`src/rtl/add_round_key_stage.sv`:
```
// Registered AES-128 AddRoundKey stage with on-the-fly key expansion.
// One round key is consumed per accepted beat; the schedule rewinds to key0 after the last round.
module add_round_key_stage #(
    parameter int NR = 10
) (
    input  logic                 clk,
    input  logic                 rst_n,
    input  logic                 key_load,
    input  logic [3:0][3:0][7:0] key_in,
    output logic                 key_ready,
    input  logic                 in_valid,
    output logic                 in_ready,
    input  logic [3:0][3:0][7:0] in,
    output logic                 out_valid,
    input  logic                 out_ready,
    output logic [3:0][3:0][7:0] out,
    output logic [3:0]           out_round,
    output logic                 out_last
);

    localparam logic [3:0] LAST_ROUND = 4'(NR);

    // Forward AES S-box, element 0 is the leftmost byte.
    localparam logic [0:255][7:0] SBOX = {
        128'h637c777bf26b6fc53001672bfed7ab76,
        128'hca82c97dfa5947f0add4a2af9ca472c0,
        128'hb7fd9326363ff7cc34a5e5f171d83115,
        128'h04c723c31896059a071280e2eb27b275,
        128'h09832c1a1b6e5aa0523bd6b329e32f84,
        128'h53d100ed20fcb15b6acbbe394a4c58cf,
        128'hd0efaafb434d338545f9027f503c9fa8,
        128'h51a3408f929d38f5bcb6da2110fff3d2,
        128'hcd0c13ec5f974417c4a77e3d645d1973,
        128'h60814fdc222a908846eeb814de5e0bdb,
        128'he0323a0a4906245cc2d3ac629195e479,
        128'he7c8376d8dd54ea96c56f4ea657aae08,
        128'hba78252e1ca6b4c6e8dd741f4bbd8b8a,
        128'h703eb5664803f60e613557b986c11d9e,
        128'he1f8981169d98e949b1e87e9ce5528df,
        128'h8ca1890dbfe6426841992d0fb054bb16
    };

    function automatic logic [7:0] sbox(input logic [7:0] b);
        return SBOX[b];
    endfunction

    typedef enum logic {NOKEY, KEYED} state_t;

    state_t                 state;
    logic [3:0][3:0][7:0]   key0;
    logic [3:0][3:0][7:0]   rk;
    logic [3:0][3:0][7:0]   rk_next;
    logic [3:0][7:0]        t;
    logic [3:0]             round_cnt;
    logic [7:0]             rcon;
    logic [7:0]             rcon_next;
    logic                   accept;

    assign key_ready = (state == KEYED);
    assign in_ready  = key_ready & ~key_load & (~out_valid | out_ready);
    assign accept    = in_valid & in_ready;
    assign rcon_next = {rcon[6:0], 1'b0} ^ (rcon[7] ? 8'h1b : 8'h00);

    // RotWord+SubWord of the last column, then the running XOR across columns.
    always_comb begin
        t       = '0;
        rk_next = rk;
        for (int r = 0; r < 4; r++) begin
            t[r] = sbox(rk[(r + 1) % 4][3]);
        end
        t[0] = t[0] ^ rcon;
        for (int r = 0; r < 4; r++) begin
            rk_next[r][0] = rk[r][0] ^ t[r];
            for (int c = 1; c < 4; c++) begin
                rk_next[r][c] = rk[r][c] ^ rk_next[r][c-1];
            end
        end
    end

    always_ff @(posedge clk or negedge rst_n) begin
        if (!rst_n) begin
            state     <= NOKEY;
            key0      <= '0;
            rk        <= '0;
            round_cnt <= '0;
            rcon      <= 8'h01;
        end else if (key_load) begin
            state     <= KEYED;
            key0      <= key_in;
            rk        <= key_in;
            round_cnt <= '0;
            rcon      <= 8'h01;
        end else if (accept) begin
            if (round_cnt == LAST_ROUND) begin
                rk        <= key0;
                round_cnt <= '0;
                rcon      <= 8'h01;
            end else begin
                rk        <= rk_next;
                round_cnt <= round_cnt + 4'd1;
                rcon      <= rcon_next;
            end
        end
    end

    // The output register is independent of key_load so a pending result still drains.
    always_ff @(posedge clk or negedge rst_n) begin
        if (!rst_n) begin
            out_valid <= 1'b0;
            out       <= '0;
            out_round <= '0;
            out_last  <= 1'b0;
        end else if (accept) begin
            out_valid <= 1'b1;
            out       <= in ^ rk;
            out_round <= round_cnt;
            out_last  <= (round_cnt == LAST_ROUND);
        end else if (out_ready) begin
            out_valid <= 1'b0;
        end
    end

endmodule

```
`config.mk`:
```
export PLATFORM = sky130hd
export DESIGN_NAME = add_round_key_stage
export DESIGN_NICKNAME = d
export VERILOG_FILES = /design/src/rtl/add_round_key_stage.sv
export SDC_FILE = /design/constraint.sdc
export NUM_CORES = 2
export LEC_CHECK = 0
export ABC_CLOCK_PERIOD_IN_PS = 5500
export BUFFER_PORTS_ARGS = -buffer_cell sky130_fd_sc_hd__buf_2
export CORE_UTILIZATION = 55
export CTS_CLUSTER_SIZE = 20
export DETAILED_ROUTE_END_ITERATION = 6
export PLACE_DENSITY = 0.77
export SLEW_MARGIN = 20
export SYNTH_ARGS = -nofsm -noshare
export SYNTH_HDL_FRONTEND = slang
export SYNTH_SLANG_ARGS = --single-unit
```
`constraint.sdc`:
```
create_clock -name clk -period 5.5 [get_ports clk]
set_input_delay 0.825 -clock clk [delete_from_list [all_inputs] [get_ports clk]]
set_output_delay 0.825 -clock clk [all_outputs]
set_load 0.03 [all_outputs]
```
* After elaboration in Yosys (flattened, before gate mapping)
Memory sizes are Yosys's and may differ from the RTL's.
Index checks and enable logic that the tools add are counted.
Widths: inputs -> output; s select.
** Storage, ports and cells
- Memory bits (read-only) :: 8192
- Memories :: 4
- Input port bits :: 261
- Register bits :: 403
- Logic and storage cells :: 115
- Output and inout port bits :: 136
** Operators by class
- Add/subtract/negate cells :: 1
- Reduce and logical (&&, ||, !) cells :: 2
- Magnitude comparators :: 4
- Eq/ne operators :: 1
- Bitwise logic cells :: 29
- Muxes and demuxes :: 20
** Memory list
- (name not given) :: words 256, width 8, rd ports 1, clocked after memory_dff 0, wr ports 0, line 44 : return SBOX[b];
- (name not given) :: words 256, width 8, rd ports 1, clocked after memory_dff 0, wr ports 0, line 44
- (name not given) :: words 256, width 8, rd ports 1, clocked after memory_dff 0, wr ports 0, line 44
- (name not given) :: words 256, width 8, rd ports 1, clocked after memory_dff 0, wr ports 0, line 44
** Operators by type and width (number)
- $mux 128 :: 3
- $xor 8x8->8 :: 17
- $xor 128x128->128 :: 1
- $mux 8 :: 11
- $ge 9x9->1 const B :: 4
- $not 8->9 :: 4
- $mux 4 :: 3
- $xor 8x5->8 :: 1
- $mux 5 :: 1
- $add 4x1->4 const B :: 1
- $eq 4x4->1 const B :: 1
- $reduce_bool 2->1 :: 2
- $and 1x1->1 :: 3
- $mux 1 :: 2
- $not 1->1 :: 2
- $or 1x1->1 :: 1

* Depth between registers and ports, before layout
- Word-level depth :: 12
- Gate-level depth with buffers :: 15
- Mapped depth without buffers :: 12

* Worst setup path before layout
No wires, ideal clock.
- Path kind :: reg2reg
- Start point :: reg rk[121] (netlist name)
- End point :: reg rk[89] (netlist name)
- Slack :: 1.658 ns
- Data arrival time :: 3.706 ns
- Data required time :: 5.363 ns
- Library setup time :: 0.137 ns
- Buffers on the path :: 2
- Stages on the path, launching flop included :: 15
- Clock period less this slack :: 3.842 ns
- Cell sequence :: dfrtp_1 > clkbuf_1 > buf_2 > inv_1 > ha_1 > nor2_1 > o21ai_0 > o21a_1 > mux4_2 > mux4_2 > xor2_1 > xor2_1 > xor2_1 > xnor2_1 > a21oi_1
** On the way
- Longest elaborated chain between the ends :: 11
** RTL lines
- start: declaration :: line 51 : logic [3:0][3:0][7:0] rk;
- start signal: assignment :: line 90 : rk <= key_in;
- start signal: assignment :: line 95 : rk <= key0;
- start signal: assignment :: line 99 : rk <= rk_next;
- $not 8->9 (not written as such) :: line 44
- $mem_v2 256x8
- $mux 8 (not written as such) (2 in series) :: line 44
- $xor 8x8->8 :: line 73 : rk_next[r][0] = rk[r][0] ^ t[r];
- $xor 8x8->8 (3 in series) :: line 75 : rk_next[r][c] = rk[r][c] ^ rk_next[r][c-1];
- $mux 128 :: line 94 : if (round_cnt == LAST_ROUND) begin
- $mux 128 :: line 93 : end else if (accept) begin
- $mux 128 :: line 87 : end else if (key_load) begin
No other way between the ends. The select of a mux whose other input is x is not followed.
A chain may end at the register's enable or synchronous reset.

* Worst setup path after layout
- Start point :: reg rk[59] (netlist name)
- End point :: reg rk[22] (netlist name)
** On the way
- Longest elaborated chain between the ends :: 11
** RTL lines
- $not 8->9 (not written as such) :: line 44
- $mem_v2 256x8
- $mux 8 (not written as such) (2 in series) :: line 44
- $xor 8x8->8 :: line 71 : t[0] = t[0] ^ rcon;
- $xor 8x8->8 :: line 73
- $xor 8x8->8 (2 in series) :: line 75
- $mux 128 :: line 94
- $mux 128 :: line 93
- $mux 128 :: line 87
No other way between the ends. The select of a mux whose other input is x is not followed.

==> flow_metrics.py <==
metrics = {
    "outcome": {
        "status": "complete, but fails checks",
        "violations": "DRC",
    },
    "timing": {
        "fin_crit_sh_pct": 79.8,
        "fin_crit_ns": 4.39,
        "hold_violations": 0,
        "fmax_ghz": 0.228,
        "drv_slew": 0,
        "worst_pin_slew_ns": 1.12,
        "grt_setup_unrepaired": "false",
        "setup_viol": 0,
        "fin_setup_tns_ns": 0,
        "skew_ns": 0.0452,
        "slew_headroom_pct": 25.2,
    },
    "synthesis": {
        "synth.avg_cell_area_sq_um": 8.30,
        "muxShareOfSynthArea_pct": 6.90,
        "ys_seq_elements": 403,
        "post_synth_xor_area_fraction_pct": 8.17,
        "synthArstFlopShare_pct": 100,
        "synthFlopType": "dfrtp_1",
        "netlist.area_leader.share_pct": 31.0,
        "yosysSeqAreaShare_pct": 31.1,
        "synth_top_area_cell": "dfrtp_1",
        "syn-cell-area_sq_um": 32400,
        "synth_fa_ha_area_share_pct": 2.39,
        "netlist_instances": 3907,
        "synth-compound-area-share_pct": 28.0,
        "synth-warning-count": 0,
        "synth-simple-area-share_pct": 17.1,
        "synthTopCellsByArea": "dfrtp_1, o21ai_0, xnor2_1, mux2_2, nand2_1",
        "synth-edff-count": 0,
        "synth_top_family_by_area": "compound AO/OA/AOI/OAI gates",
        "ys_types": 100,
        "syn_nets": 4230,
    },
    "drt": {
        "wl_per_cell_um": 27.6,
        "postRouteWirelength_mm": 135,
        "drc": 45,
        "final_antenna_net_count": 0,
        "initialDrtViolationCount": 6305,
        "routed_via_density": 7.03,
        "drt_pre_antenna_iters": 7,
        "dr_total_vias": 34400,
    },
    "clock_network": {
        "cts_resized": 0,
        "clk_pin_slew_ns": 0.06,
        "clock_path_buffers": 3,
        "insertion_delay_ns": 0.62,
        "ctsHoldBuffers": 0,
        "cts_buffers": 45,
        "cts_htree_levels": 2,
        "post_cts_buffers": 0,
        "cts-root-buf": "clkbuf_16",
        "cts.sinks": 403,
        "cts_tree": "built",
    },
    "critical_path": {
        "required_ns": 5.99,
        "start_kind": "flip-flop",
        "criticalPathCategory": "flip-flop to flip-flop",
        "crit_chain": "buf_4 > nor2_1 > o311ai_0 > o21ai_0 > or4_1 > mux2i_1 > xnor2_1 > xor2_1 > buf_4 > xor2_1 > o21ai_0",
        "crit_fanout": 53,
        "crit_path_end_kind": "flip-flop",
        "worst_ep_arrival_time_ns": 4.88,
        "critPathMaxStageDelay_ns": 1.07,
        "critPathSlowestCell": "dfrtp_2",
    },
    "cells_and_area": {
        "fill_cells": 5115,
        "area_growth_pct": 11.7,
        "final_cells": 4895,
        "layout.nets": 4402,
        "layout-drive-gt1-share_pct": 20.0,
    },
    "floorplanning": {
        "initial_utilization_pct": 56.0,
        "die_width_um": 245,
        "fp.dieH_um": 245,
        "num_io_pins": 397,
        "rows": 88,
        "dieArea_sq_um": 59900,
        "core_sq_um": 57900,
    },
    "power_and_ir_drop": {
        "irDropWorstVdd_mv": 0.377,
        "p_per_area_nw_per_um2": 797,
        "total_leakage_power_nw": 14.9,
        "finalPower_mw": 28.8,
    },
    "global_route": {
        "grt_pass1_wl_mm": 202,
        "grt_max_degree": 197,
        "grt_pass1_vias": 31700,
        "grt_overflow_total": 0,
        "grt_use_total_pct": 43.8,
        "antenna_found_initial": 21,
    },
    "job": {
        "cap_violations": 0,
    },
    "placement": {
        "place_congestion": 1.09,
        "place_inst": 4797,
        "hpwl_mm": 94.3,
        "port_buffers": 396,
    },
    "worst_hold_path": {
        "worstHoldPathType": "input pin to asynchronous set/reset pin",
    },
}
final timing paths:
check | cells past startpoint | slack, ns | startpoint | end
worst max-delay path | 11 | 1.11 | rk[59] | rk[22]
worst min-delay path | 1 | 0.23 | rst_n | out[107]
worst max register to register | 11 | 1.11 | rk[59] | rk[22]
worst min register to register | 2 | 0.47 | out[15] | out[15]
max in group asynchronous | 2 | 4.00 | rst_n | rk[26]
min in group clk | 3 | 0.42 | key_in[13] | rk[13]
sequential cells by signal (all words and copies together) (netlist names):
signal     flops
out_last       1
out          128
rk           128
round_cnt      4
rcon           8
key0         128
key_ready      1
out_valid      1
out_round      4
metal layers:
| layer | share of wire (%) | vias to the layer above | global-route usage [%] | wire length, um |
|---|---|---|---|---|
| li1 | - | 14800 | - | - |
| met2 | 43 | 2772 | 64.9 | 58400 |
| met4 | 6.5 | 12 | 25.1 | 8830 |
| met1 | 37 | 16200 | 57.5 | 50000 |
| met3 | 13 | 652 | 12.1 | 17800 |
| met5 | 0.054 | - | 0 | 73 |
placed cells by master, fill, tap and decap left out, types with 30 or more instances in the layout:
cell	n
xor2_1	53
nor2b_1	81
or3_1	32
o31ai_1	32
clkbuf_16	47
mux2i_1	30
a222oi_1	47
o22ai_1	30
o311ai_0	39
nand2_1	360
a211oi_1	72
ha_1	62
nand2b_1	88
nor3_1	130
o211ai_1	54
xnor2_1	220
mux2_2	122
buf_2	394
inv_1	50
o21ai_0	446
dfrtp_1	389
a31oi_1	62
nor2_1	229
nand3_1	75
a22oi_1	34
buf_4	115
a21oi_1	243
logic make-up after synthesis:
family | after synthesis
AO/OA/AOI/OAI | 1374
AND/OR/NAND/NOR | 1149
flip-flops | 403
multiplexers | 177
XOR/XNOR | 286
buffers and inverters | 456
adder cells (fa/ha/maj) | 62
cells in the mapped netlist (51+ instances only):
cell	number
inv_1	51
nor2b_1	81
o21ai_0	446
buf_2	114
mux2_2	122
nand2b_1	88
xnor2_1	220
a21oi_1	243
nand3_1	75
nor2_1	233
dfrtp_1	402
clkbuf_1	201
ha_1	62
nor3_1	130
a211oi_1	72
a31oi_1	62
o211ai_1	54
nand2_1	362
xor2_1	53
through the flow:
step | util (%) | hold WS, ns | instance area (sq um) | setup slack [ns]
final | 62.5 | 0.229 | 36200 | 1.11
after global routing | 62.5 | 0.251 | 36200 | 0.965
after CTS | 62.5 | 0.232 | 36200 | 1.23
after detailed placement | 59.8 | 0.463 | 34600 | 1.29
after global placement | 59.8 | 0.455 | 34600 | 1.21
after floorplan | - | 0.461 | 32400 | 1.66
cell type report:
| cell class | instances | area, sq um | area share (%) |
|---|---|---|---|
| Antenna cell | 15 | 37.5 | 0.104 |
| Clock buffer | 65 | 1320 | 3.66 |
| Clock inverter | 18 | 236 | 0.653 |
| Inverter | 64 | 240 | 0.663 |
| Multi-Input combinational cell | 3048 | 20300 | 56.1 |
| Sequential cell | 403 | 10100 | 27.9 |
| Tap cell | 765 | 957 | 2.64 |
| Timing Repair Buffer | 517 | 2990 | 8.25 |
report_power, final:
group          internal, mW  switching, mW  total, mW
logic                  7.28           12.8       20.1
clock network          1.91           1.31       3.22
registers              3.87           1.70       5.57
total                  13.1           15.8       28.8
critical path: cells and delay by family, from the launching register on:
family | cells | cell delay [ns]
flip-flops | 1 | 1.07
AO/OA/AOI/OAI | 3 | 0.93
AND/OR/NAND/NOR | 2 | 0.66
XOR/XNOR | 3 | 0.64
buffers and inverters | 2 | 0.55
multiplexers | 1 | 0.35
Power figures use the tool's default switching activity.
